$ cat src/rtl/mcdf_arbiter.sv
// MCDF arbiter: picks one eligible slave channel per packet by priority with
// round-robin tie-break, then streams exactly the decoded packet length to the formatter.
module mcdf_arbiter #(
  parameter int DW = 32
) (
  input  logic          clk_i,
  input  logic          rstn_i,
  input  logic          slv0_en_i,
  input  logic          slv1_en_i,
  input  logic          slv2_en_i,
  input  logic [1:0]    slv0_prio_i,
  input  logic [1:0]    slv1_prio_i,
  input  logic [1:0]    slv2_prio_i,
  input  logic [2:0]    slv0_pkglen_i,
  input  logic [2:0]    slv1_pkglen_i,
  input  logic [2:0]    slv2_pkglen_i,
  input  logic          slv0_req_i,
  input  logic          slv1_req_i,
  input  logic          slv2_req_i,
  input  logic          slv0_val_i,
  input  logic          slv1_val_i,
  input  logic          slv2_val_i,
  input  logic [DW-1:0] slv0_data_i,
  input  logic [DW-1:0] slv1_data_i,
  input  logic [DW-1:0] slv2_data_i,
  output logic          slv0_ack_o,
  output logic          slv1_ack_o,
  output logic          slv2_ack_o,
  output logic          fmt_req_o,
  input  logic          fmt_grant_i,
  output logic [1:0]    fmt_id_o,
  output logic [5:0]    fmt_len_o,
  input  logic          fmt_ready_i,
  output logic          fmt_val_o,
  output logic [DW-1:0] fmt_data_o,
  output logic          fmt_start_o,
  output logic          fmt_end_o
);
  localparam logic [1:0] IDLE = 2'd0;
  localparam logic [1:0] REQ  = 2'd1;
  localparam logic [1:0] XFER = 2'd2;

  logic [1:0]          state, id, rr_ptr;
  logic [5:0]          len, beat_cnt;
  logic [2:0]          en, req, val, elig, ack;
  logic [2:0][1:0]     prio;
  logic [2:0][2:0]     pkglen;
  logic [2:0][DW-1:0]  data;
  logic                win_vld, in_xfer, beat, last;
  logic [1:0]          win_id, best, ch;
  logic [2:0]          sum;

  assign en     = {slv2_en_i, slv1_en_i, slv0_en_i};
  assign req    = {slv2_req_i, slv1_req_i, slv0_req_i};
  assign val    = {slv2_val_i, slv1_val_i, slv0_val_i};
  assign prio   = {slv2_prio_i, slv1_prio_i, slv0_prio_i};
  assign pkglen = {slv2_pkglen_i, slv1_pkglen_i, slv0_pkglen_i};
  assign data   = {slv2_data_i, slv1_data_i, slv0_data_i};
  assign elig   = en & req;

  function automatic logic [5:0] len_dec(input logic [2:0] code);
    case (code)
      3'd0:    return 6'd4;
      3'd1:    return 6'd8;
      3'd2:    return 6'd16;
      default: return 6'd32;
    endcase
  endfunction

  // Scan starting at rr_ptr; strict '<' keeps the first tied channel in scan order.
  always_comb begin
    win_vld = 1'b0;
    win_id  = 2'd0;
    best    = 2'd3;
    sum     = 3'd0;
    ch      = 2'd0;
    for (int k = 0; k < 3; k++) begin
      sum = {1'b0, rr_ptr} + 3'(k);
      ch  = (sum >= 3'd3) ? 2'(sum - 3'd3) : sum[1:0];
      if (elig[ch] && (!win_vld || prio[ch] < best)) begin
        win_vld = 1'b1;
        win_id  = ch;
        best    = prio[ch];
      end
    end
  end

  assign in_xfer     = (state == XFER);
  assign beat        = in_xfer & fmt_ready_i & val[id];
  assign last        = (beat_cnt == len - 6'd1);
  assign ack         = beat ? (3'b001 << id) : 3'b000;
  assign slv0_ack_o  = ack[0];
  assign slv1_ack_o  = ack[1];
  assign slv2_ack_o  = ack[2];
  assign fmt_req_o   = (state == REQ);
  assign fmt_id_o    = id;
  assign fmt_len_o   = len;
  assign fmt_val_o   = in_xfer & val[id];
  assign fmt_data_o  = in_xfer ? data[id] : '0;
  assign fmt_start_o = beat & (beat_cnt == 6'd0);
  assign fmt_end_o   = beat & last;

  always_ff @(posedge clk_i or negedge rstn_i) begin
    if (!rstn_i) begin
      state    <= IDLE;
      id       <= 2'd0;
      len      <= 6'd0;
      beat_cnt <= 6'd0;
      rr_ptr   <= 2'd0;
    end else begin
      case (state)
        IDLE: if (win_vld) begin
          id    <= win_id;
          len   <= len_dec(pkglen[win_id]);
          state <= REQ;
        end
        REQ: if (fmt_grant_i) state <= XFER;
        XFER: if (beat) begin
          if (last) begin
            state    <= IDLE;
            beat_cnt <= 6'd0;
            rr_ptr   <= (id == 2'd2) ? 2'd0 : id + 2'd1;
          end else begin
            beat_cnt <= beat_cnt + 6'd1;
          end
        end
        default: state <= IDLE;
      endcase
    end
  end
endmodule

$ cat config.mk
export PLATFORM = sky130hd
export DESIGN_NAME = mcdf_arbiter
export DESIGN_NICKNAME = d
export VERILOG_FILES = /design/src/rtl/mcdf_arbiter.sv
export SDC_FILE = /design/constraint.sdc
export NUM_CORES = 1
export LEC_CHECK = 0
export BUFFER_PORTS_ARGS = -buffer_cell sky130_fd_sc_hd__buf_4
export CAP_MARGIN = 20
export CORE_AREA = 5 5 87 89
export CTS_BUF_LIST = sky130_fd_sc_hd__clkbuf_4 sky130_fd_sc_hd__clkbuf_8
export DETAILED_ROUTE_END_ITERATION = 10
export DIE_AREA = 0 0 92 94
export PLACE_DENSITY = 0.74
export SETUP_SLACK_MARGIN = 0.4
export SLEW_MARGIN = 20
export SYNTH_ARGS = -nofsm -noshare
export SYNTH_HDL_FRONTEND = slang
export SYNTH_SLANG_ARGS = --single-unit
export TNS_END_PERCENT = 50
$ cat constraint.sdc
create_clock -name clk_i -period 5.8 [get_ports clk_i]
set_input_delay 0.87 -clock clk_i [delete_from_list [all_inputs] [get_ports clk_i]]
set_output_delay 0.87 -clock clk_i [all_outputs]
set_load 0.005 [all_outputs]
==> reports/qor.csv, run 1 <==
metric,value,unit
outcome,completed,
fmax,204.4,MHz
max-slew violation count,0,
Final HPWL DP,7885,um
Setup Crit Path Kind,reg2reg,
layout cells sized above 1,38.76,%
maximum vdd drop,0.0001879,V
ranking of synthesized cells by area,"dfrtp_1 16%, mux2i_1 16%, nor2_1 11%",
register area,401.6,um^2
Antenna Violating Nets Remaining,0,
Synth Warn #,0,
TritonRoute pass-1 iters,5,
Routed WL,9512,um
core area,0.006681,mm^2
"Cell Area, Synth",0.002489,mm^2
vias per cell,5.346,
max_cap viols,0,
Multi-input gate area,0.001919,mm^2
"Buf+Inv Stages, Crit Path",2,
io pins,171,
global-route wire length before repair,14610,um
# setup viols final,0,
grt ovf,0,
TritonCTS Sinks,16,
DRC,0,
number of global-route vias before repair,2980,
Top delay family on crit path,compound AO/OA/AOI/OAI gates,
"CTS clk-pin slew, worst paths",0.07,ns
relative slew slack,57.50,%
drt wl/cell,16.46,um
Die H,94,um
skew final,0.007286,ns
TritonCTS Buffers,3,
most frequent cell after synthesis,nor2_1,
nets,631,
Final Wtd Congestion,0.8990,
Antenna Cells,0,
CP Max Fanout,17,
pin count of the biggest net entering global routing,39,
ys async rst share,100.0,%
Synth Flop Type,dfrtp_1,
initial antenna violation count,0,
Setup TNS,0,ns
RSZ-0062 raised after global routing,no,
Commonest cells post-synth,"76 x nor2_1, 39 x mux2i_1, 37 x a21oi_1",
GRT Overall Usage,20.24,%
Final Hold Fails,0,
"Seq/Total Area, Yosys",16.09,%
Port Buf Inserts,168,
cells after synthesis,343,
CTS tree,built,
LEAKAGE,1.895,nW
Synth area leader,dfrtp_1,
"EDFF count, synth",0,
Post-CTS Resized,0,
CP startpoint kind,flop,
# fillers,651,
Tot Pwr,1.152,mW
fin util,57.25,%
R2R Setup Slk,0.91,ns
CP peak stage delay,0.56,ns
Starting Density,37.25,%
Die Width,92,um
Worst EP required,5.94,ns
Clock Latency Late Sink,0.25,ns
crit-path cells,inv_1 > ha_1 > and4b_1 > nor3_2 > a311oi_1 > ha_1 > nor2_1 > a311oi_1 > o31ai_1 > ha_1 > inv_1 > nor4_1 > nor3_2 > a211oi_1 > o21bai_2 > a31oi_1 > o21a_1 > a32o_1,
CP Capture Type,flop,
initial DRC count,185,
final worst-path cycle share,84.37,%
fin crit period,4.893,ns
Worst Path Arrival,5.03,ns
Synth Area per Inst,7.256,um^2
Syn-to-layout area delta,53.70,%
Slowest cell on crit path,ha_1,
CP dominant cell by count,ha_1,
Clock Path Buffers,2,
root buf cell,clkbuf_8,
"Setup Fix Bufs, Post-CTS",0,
Die ar.,0.008648,mm^2
post-synth top area share,16.09,%
#FFs+latches synth,16,
synth unique cells,55,
PwrDens,301.1,mW/mm^2
Via Count,3090,
class of the most critical hold timing path,in2async,
worst-margin pin slew,0.6375,ns
hold buffer count at cts,0,
number of H-tree levels,1,
# rows,30,
==> final timing paths <==
| path | start | to | depth (start not counted) |
|---|---|---|---|
| setup / recovery | rr_ptr[1] | fmt_len_o[2] | 18 |
| max in group asynchronous | rstn_i | fmt_id_o[1] | 1 |
| setup reg to reg | rr_ptr[1] | fmt_len_o[2] | 18 |
| hold reg to reg | rr_ptr[1] | rr_ptr[1] | 1 |
| min in group clk_i | rr_ptr[1] | rr_ptr[1] | 1 |
| hold / removal | rstn_i | beat_cnt[2] | 1 |
==> through the flow <==
stage | worst slack [ns] | hold slack (ns) | cells | instance area [um^2]
global placement | 1.108 | 0.5214 | 574 | 3776
global route | 0.4844 | 0.4815 | 578 | 3825
finish | 0.9067 | 0.4624 | 578 | 3825
detailed placement | 0.9466 | 0.5375 | 574 | 3776
floorplan | 1.653 | 0.5076 | 344 | 2492
CTS | 0.9366 | 0.4707 | 578 | 3825
==> power breakdown <==
part,internal [mW],switching (mW)
Clock,0.0534,0.0378
Combinational,0.416,0.445
Sequential,0.154,0.0460
==> layout by cell type, fill, tap and decap left out, types with 3 or more instances in the layout <==
cell / instances
o21ai_0: 10
nor2_1: 76
a21oi_1: 37
dfrtp_1: 15
ha_1: 8
a2bb2oi_1: 4
and3_1: 5
and2_1: 4
nor2b_1: 4
inv_1: 15
buf_4: 173
nand2_1: 15
a211oi_1: 5
nand2b_1: 8
mux2_2: 3
clkbuf_8: 3
a22oi_1: 3
nor3_1: 4
o31ai_1: 5
xor2_1: 5
a311oi_1: 4
nand3_1: 8
xnor2_1: 4
mux2i_1: 39
==> flip-flops by register name, summed over array words and instances, names as in the netlist <==
signal     flops
rr_ptr         2
state          2
fmt_len_o      4
beat_cnt       6
fmt_id_o       2
==> layout make-up <==
type,count,share of cell area (%)
clock buffers,4,1.276
inverters,15,1.472
multi-input cells,290,50.18
flip-flops and latches,16,10.50
well taps,80,2.617
repair buffers,173,33.95
==> routing by layer <==
layer / GRT usage (%) / up-vias / wire length [um]
met2: 36.56 / 121 / 4919
met4: 1.238 / 0 / 61
met3: 5.128 / 8 / 700
met1: 25.38 / 1435 / 3831
li1: - / 1526 / -
met5: 0 / - / 0
==> cells by family (layout without fill, tap and decap cells) <==
family          Yosys count  count (layout)  synth area share, %
compound gates           87              87                22.93
xor+xnor                  9               9                3.167
mux                      42              42                17.04
flops                    16              16                16.09
simple gates            141             141                29.16
other cells               1               2               0.1507
buf+inv                  38             192                7.038
fa+ha+maj                 9               9                4.425
(Power assumes the default switching activity.)
==> run 2: changes to the inputs <==
==> constraint.sdc (replaced) <==
create_clock -name clk_i -period 4.9 [get_ports clk_i]
set_input_delay 0.735 -clock clk_i [delete_from_list [all_inputs] [get_ports clk_i]]
set_output_delay 0.735 -clock clk_i [all_outputs]
set_load 0.005 [all_outputs]
==> run 2 against run 1 <==
Against the previous run: worst setup slack got worse by 0.26 ns; clock-buffer cell count unchanged; sequential power up 33%; final area rose by 2.0%; via count increased by 1.1%; register-to-register slack lost 0.26 ns; largest cell class unchanged; highest routed layer unchanged.
==> reports/qor.csv, run 2 (same netlist as run 1, synthesis figures left out) <==
metric,value,unit
outcome,completed,
nets,634,
switching power of the nets,0.6315,mW
LEAKAGE,1.914,nW
Die ar.,0.008648,mm^2
max FFs per register,6,
initial antenna violation count,0,
r2r startpoint,rr_ptr[0],
Switching Fraction,45.61,%
number of global-route vias before repair,3112,
number of H-tree levels,1,
CP Max Fanout,10,
fin crit period,4.256,ns
Die Width,92,um
TritonRoute pass-1 iters,4,
RSZ-0062 raised after global routing,yes,
GRT Overall Usage,20.29,%
io pins,171,
clock network fraction of total power,8.4,%
Syn-to-layout area delta,56.76,%
Clock Path Buffers,2,
Final HPWL DP,7854,um
Power Internal,0.7532,mW
Port Buf Inserts,168,
sequential share of power,19.2,%
maximum vdd drop,0.0001676,V
CTS tree,built,
# rows,30,
Biggest register,beat_cnt,
pin count of the biggest net entering global routing,39,
relative slew slack,59.10,%
"CTS clk-pin slew, worst paths",0.06,ns
R2R Setup Slk,0.64,ns
TritonCTS Buffers,3,
"commonest cells after routing, fill and taps aside","176 x buf_4, 75 x nor2_1, 39 x mux2i_1",
TritonCTS Sinks,16,
Clock Latency Late Sink,0.25,ns
Worst Reg-to-Reg Cells,17,
Placed Cells,577,
Antenna Cells,0,
max-slew violation count,0,
"commonest non-fill, non-tap cell in the layout",buf_4,
final instance area,0.003901,mm^2
Setup Crit Path Kind,reg2reg,
DRC,0,
Tot Pwr,1.385,mW
CP startpoint kind,flop,
drt wl/cell,16.48,um
Routed WL,9574,um
Post-DP Area,0.003799,mm^2
Critical R2R Capture,fmt_len_o[5],
crit-path cells,ha_2 > and4b_1 > nor3_2 > a311oi_2 > ha_2 > a21boi_0 > o31ai_1 > o31ai_1 > ha_1 > inv_1 > o221ai_1 > or3_4 > and3_1 > a211oi_1 > o22a_1 > nor2_1 > a2bb2oi_1,
global-route wire length before repair,14540,um
class of the most critical hold timing path,in2async,
Final Hold Fails,0,
Final Wtd Congestion,0.9242,
Worst Path Arrival,4.37,ns
CP peak stage delay,0.41,ns
PwrDens,355.0,mW/mm^2
layout cells sized above 1,40.52,%
fmax,235.0,MHz
max_cap viols,0,
Slowest cell on crit path,dfrtp_1,
Final Instance Count excl. Fillers,581,
vias per cell,5.379,
Via Count,3125,
CP Capture Type,flop,
Starting Density,37.25,%
final worst-path cycle share,86.86,%
Die H,94,um
core area,0.006681,mm^2
skew final,0.001121,ns
Antenna Violating Nets Remaining,0,
Gate power share,72.4,%
# setup viols final,0,
root buf cell,clkbuf_8,
worst-margin pin slew,0.6136,ns
grt ovf,0,
initial DRC count,214,
Worst EP required,5.02,ns
Setup TNS,0,ns
fin util,58.39,%
-- run 2: cell types whose count changed in the layout (fill, tap and decap cells not counted), sizes merged --
cell and change:
buf +3
-- run 2: per-stage QoR --
| stage | worst slack [ns] | hold WS (ns) |
|---|---|---|
| global route | 0.3965 | 0.3434 |
| global placement | 0.5313 | 0.5202 |
| finish | 0.6441 | 0.3372 |
| floorplan | 0.7906 | 0.4394 |
| detailed placement | 0.3186 | 0.5428 |
| CTS | 0.4392 | 0.3374 |
-- run 2: power by group through the flow --
| stage | registers, mW | clock network (mW) | logic (mW) |
|---|---|---|---|
| after floorplan | 0.228 | 0 | 0.656 |
| after global placement | 0.266 | 0 | 0.977 |
| after detailed placement | 0.268 | 0 | 0.989 |
| after CTS | 0.265 | 0.120 | 0.999 |
| after global routing | 0.274 | 0.127 | 1.12 |
| final | 0.266 | 0.116 | 1.00 |
-- run 2: worst max-delay path by stage --
stage	from	to
after floorplan	rr_ptr[0]	fmt_len_o[2]
after global placement	slv2_en_i	fmt_len_o[2]
after detailed placement	rr_ptr[1]	fmt_len_o[2]
after CTS	rr_ptr[0]	fmt_len_o[2]
after global routing	rr_ptr[1]	fmt_len_o[4]
final	rr_ptr[0]	fmt_len_o[5]
-- run 2: worst max-delay path: cells and delay by family, from the launching register on --
family / cells / cell delay, ns
flip-flops: 1 / 0.41
AO/OA/AOI/OAI: 8 / 1.60
AND/OR/NAND/NOR: 5 / 1.03
buffers and inverters: 1 / 0.12
adder cells (fa/ha/maj): 3 / 0.93
-- run 2: layer usage --
metal / part of all wire, % / vias up / global-route usage [%]
li1: - / 1538 / -
met1: 40 / 1429 / 24.83
met2: 50 / 134 / 35.40
met3: 7.3 / 24 / 5.609
met4: 2.2 / 0 / 4.579
met5: 0 / - / 0
-- run 2: layout make-up --
class	instances	area [um^2]
fill	634	2780
timing repair buffer	176	1321
sequential	16	401.6
multi-input combinational	290	1967
inverter	15	56.30
clock buffer	4	55.05
tap	80	100.1
-- run 2: repair_timing --
| item | CTS | global route |
|---|---|---|
| hold buffers | 0 | 0 |
| pin swaps | 0 | 1 |
| resized for setup | 1 | 8 |
| endpoints found under the setup margin | 3 | 4 |
| setup buffers | 0 | 0 |
| cloned | 0 | 0 |
==> run 3: changes to the inputs <==
--- a/config.mk
+++ b/config.mk
@@ -13,7 +13,7 @@
 export DIE_AREA = 0 0 92 94
 export PLACE_DENSITY = 0.74
 export SETUP_SLACK_MARGIN = 0.4
-export SLEW_MARGIN = 20
+export SLEW_MARGIN = 10
 export SYNTH_ARGS = -nofsm -noshare
 export SYNTH_HDL_FRONTEND = slang
 export SYNTH_SLANG_ARGS = --single-unit
==> constraint.sdc (replaced) <==
create_clock -name clk_i -period 4.2 [get_ports clk_i]
set_input_delay 0.63 -clock clk_i [delete_from_list [all_inputs] [get_ports clk_i]]
set_output_delay 0.63 -clock clk_i [all_outputs]
set_load 0.005 [all_outputs]
==> run 3 against run 2 <==
Against the previous run: sequential cell count is the same; largest cell class unchanged; hold slack lost 0.12 ns; final cell count rose by 1.9%; routed wire length is 0.48% higher; non-clock buffer count is 11 higher; fmax is 4.1% higher; worst setup slack worse by 0.53 ns; sequential power increased by 13%; utilization is 2.3 points higher; via count grew 1.6%; critical path depth increased by 1; clock power up 9%.
==> reports/qor.csv, run 3 (same netlist as run 1, synthesis figures left out) <==
metric,value,unit
Slowest cell on crit path,dfrtp_1,
fin crit period,4.090,ns
Worst Reg-to-Reg Cells,18,
Die H,94,um
Clock Path Buffers,2,
TritonCTS Sinks,16,
Final Instance Count excl. Fillers,592,
Die Width,92,um
R2R Setup Slk,0.11,ns
outcome,completed,
PwrDens,405.6,mW/mm^2
pin count of the biggest net entering global routing,39,
CP dominant cell by count,o31ai_1,
class of the most critical hold timing path,in2async,
Biggest register,beat_cnt,
min setup slack post-route,0.1101,ns
GRT Overall Usage,20.39,%
Placed Cells,579,
Switching Fraction,45.64,%
# fillers,580,
crit-path cells,inv_2 > ha_4 > and4bb_2 > nor3_4 > a311oi_2 > ha_2 > a21boi_1 > o31ai_1 > o31ai_1 > ha_1 > inv_2 > nor4_4 > or3_4 > nand4_1 > o21ai_2 > mux2i_1 > o21ai_1 > o31ai_1,
initial antenna violation count,0,
Die ar.,0.008648,mm^2
TritonCTS Buffers,3,
fmax,244.5,MHz
Worst Path Arrival,4.26,ns
number of global-route vias before repair,3055,
CP startpoint kind,flop,
io pins,171,
max-slew violation count,0,
"CTS clk-pin slew, worst paths",0.07,ns
Routed WL,9620,um
Syn-to-layout area delta,63.00,%
final worst-path cycle share,97.38,%
DRC,0,
TritonRoute pass-1 iters,4,
Final Hold Fails,0,
CP Capture Type,flop,
# setup viols final,0,
number of H-tree levels,1,
Port Buf Inserts,168,
Gate power share,74.0,%
drt wl/cell,16.25,um
sequential share of power,18.3,%
vias per cell,5.361,
skew final,0.008988,ns
core area,0.006681,mm^2
worst-margin pin slew,0.5583,ns
nets,645,
global-route wire length before repair,14490,um
pre-CTS setup slack,-0.01036,ns
Antenna Cells,0,
max FFs per register,6,
layout cells sized above 1,43.75,%
RSZ-0062 raised after global routing,yes,
hold buffer count at cts,0,
grt ovf,0,
Starting Density,37.25,%
Clock Latency Late Sink,0.25,ns
Final Wtd Congestion,0.9515,
Setup Crit Path Kind,reg2reg,
r2r startpoint,rr_ptr[1],
maximum vdd drop,0.0002614,V
root buf cell,clkbuf_8,
clock network fraction of total power,7.7,%
switching power of the nets,0.7509,mW
CTS tree,built,
relative slew slack,62.64,%
"commonest cells after routing, fill and taps aside","187 x buf_4, 74 x nor2_1, 39 x mux2i_1",
CP peak stage delay,0.41,ns
Tot Pwr,1.645,mW
Power Internal,0.8943,mW
Final HPWL DP,7767,um
initial DRC count,166,
Worst EP required,4.37,ns
"commonest non-fill, non-tap cell in the layout",buf_4,
CP Max Fanout,7,
max_cap viols,0,
Critical R2R Capture,fmt_len_o[4],
Antenna Violating Nets Remaining,0,
# rows,30,
Via Count,3174,
LEAKAGE,1.974,nW
-- run 3: cell types whose count changed in the layout (fill, tap and decap cells not counted), moves of 2 or more --
| cell | delta |
|---|---|
| buf_4 | +11 |
| ha_4 | +2 |
| inv_1 | -2 |
| inv_2 | +2 |
| nor3_2 | -2 |
| nor3_4 | +2 |
-- run 3: area by class of cell --
| type | count | area (um^2) | share of cell area (%) |
|---|---|---|---|
| Inverter | 15 | 56.30 | 1.388 |
| Multi-Input combinational cell | 290 | 2044 | 50.40 |
| Tap cell | 80 | 100.1 | 2.468 |
| Sequential cell | 16 | 402.9 | 9.932 |
| Timing Repair Buffer | 187 | 1404 | 34.61 |
| Clock buffer | 4 | 48.80 | 1.203 |
-- run 3: critical path, delay by kind of cell, from the launching register on --
kind	cells	cell delay (ns)
simple gates	5	1.07
buf+inv	2	0.15
flops	1	0.41
mux	1	0.29
fa+ha+maj	3	0.85
compound gates	7	1.24
-- run 3: power groups by stage --
stage | Combinational [mW] | Sequential [mW] | Clock (mW)
floorplan | 0.780 | 0.266 | 0
global placement | 1.16 | 0.301 | 0
detailed placement | 1.18 | 0.304 | 0
CTS | 1.21 | 0.303 | 0.128
global route | 1.34 | 0.315 | 0.135
finish | 1.22 | 0.301 | 0.127
-- run 3: what timing repair did --
action	in CTS	in global routing
pin swaps	8	9
resized for setup	11	2
hold endpoints to repair	0	0
endpoints found under the setup margin	5	6
setup buffers	6	3
-- run 3: through the flow --
stage | utilization, % | hold WS, ns | cell area, um^2 | setup TNS (ns)
floorplan | - | 0.3344 | 2551 | 0
global placement | 57.90 | 0.4973 | 3869 | 0
detailed placement | 57.90 | 0.4995 | 3869 | -0.01356
CTS | 60.21 | 0.2311 | 4023 | 0
global route | 60.71 | 0.2344 | 4056 | -0.4512
finish | 60.71 | 0.2195 | 4056 | 0
-- run 3: worst max-delay path by stage --
stage                   start            to  slack [ns]  cells past startpoint
finish              rr_ptr[1]  fmt_len_o[4]        0.11                     18
global route        rr_ptr[1]  fmt_len_o[4]       -0.17                     18
CTS                 rr_ptr[1]  fmt_len_o[3]        0.16                     18
detailed placement  rr_ptr[0]  fmt_len_o[3]       -0.01                     18
global placement    rr_ptr[0]  fmt_len_o[5]        0.16                     18
floorplan           rr_ptr[1]  fmt_len_o[2]        0.39                     21
-- run 3: metal layers --
| layer | global-route usage (%) | up-vias | routed length, um | share of wire (%) |
|---|---|---|---|---|
| met2 | 36.31 | 130 | 4854 | 50 |
| met3 | 5.929 | 16 | 797 | 8.3 |
| met1 | 24.57 | 1466 | 3829 | 40 |
| li1 | - | 1562 | - | - |
| met5 | 0 | - | 0 | 0 |
| met4 | 3.589 | 0 | 138 | 1.4 |
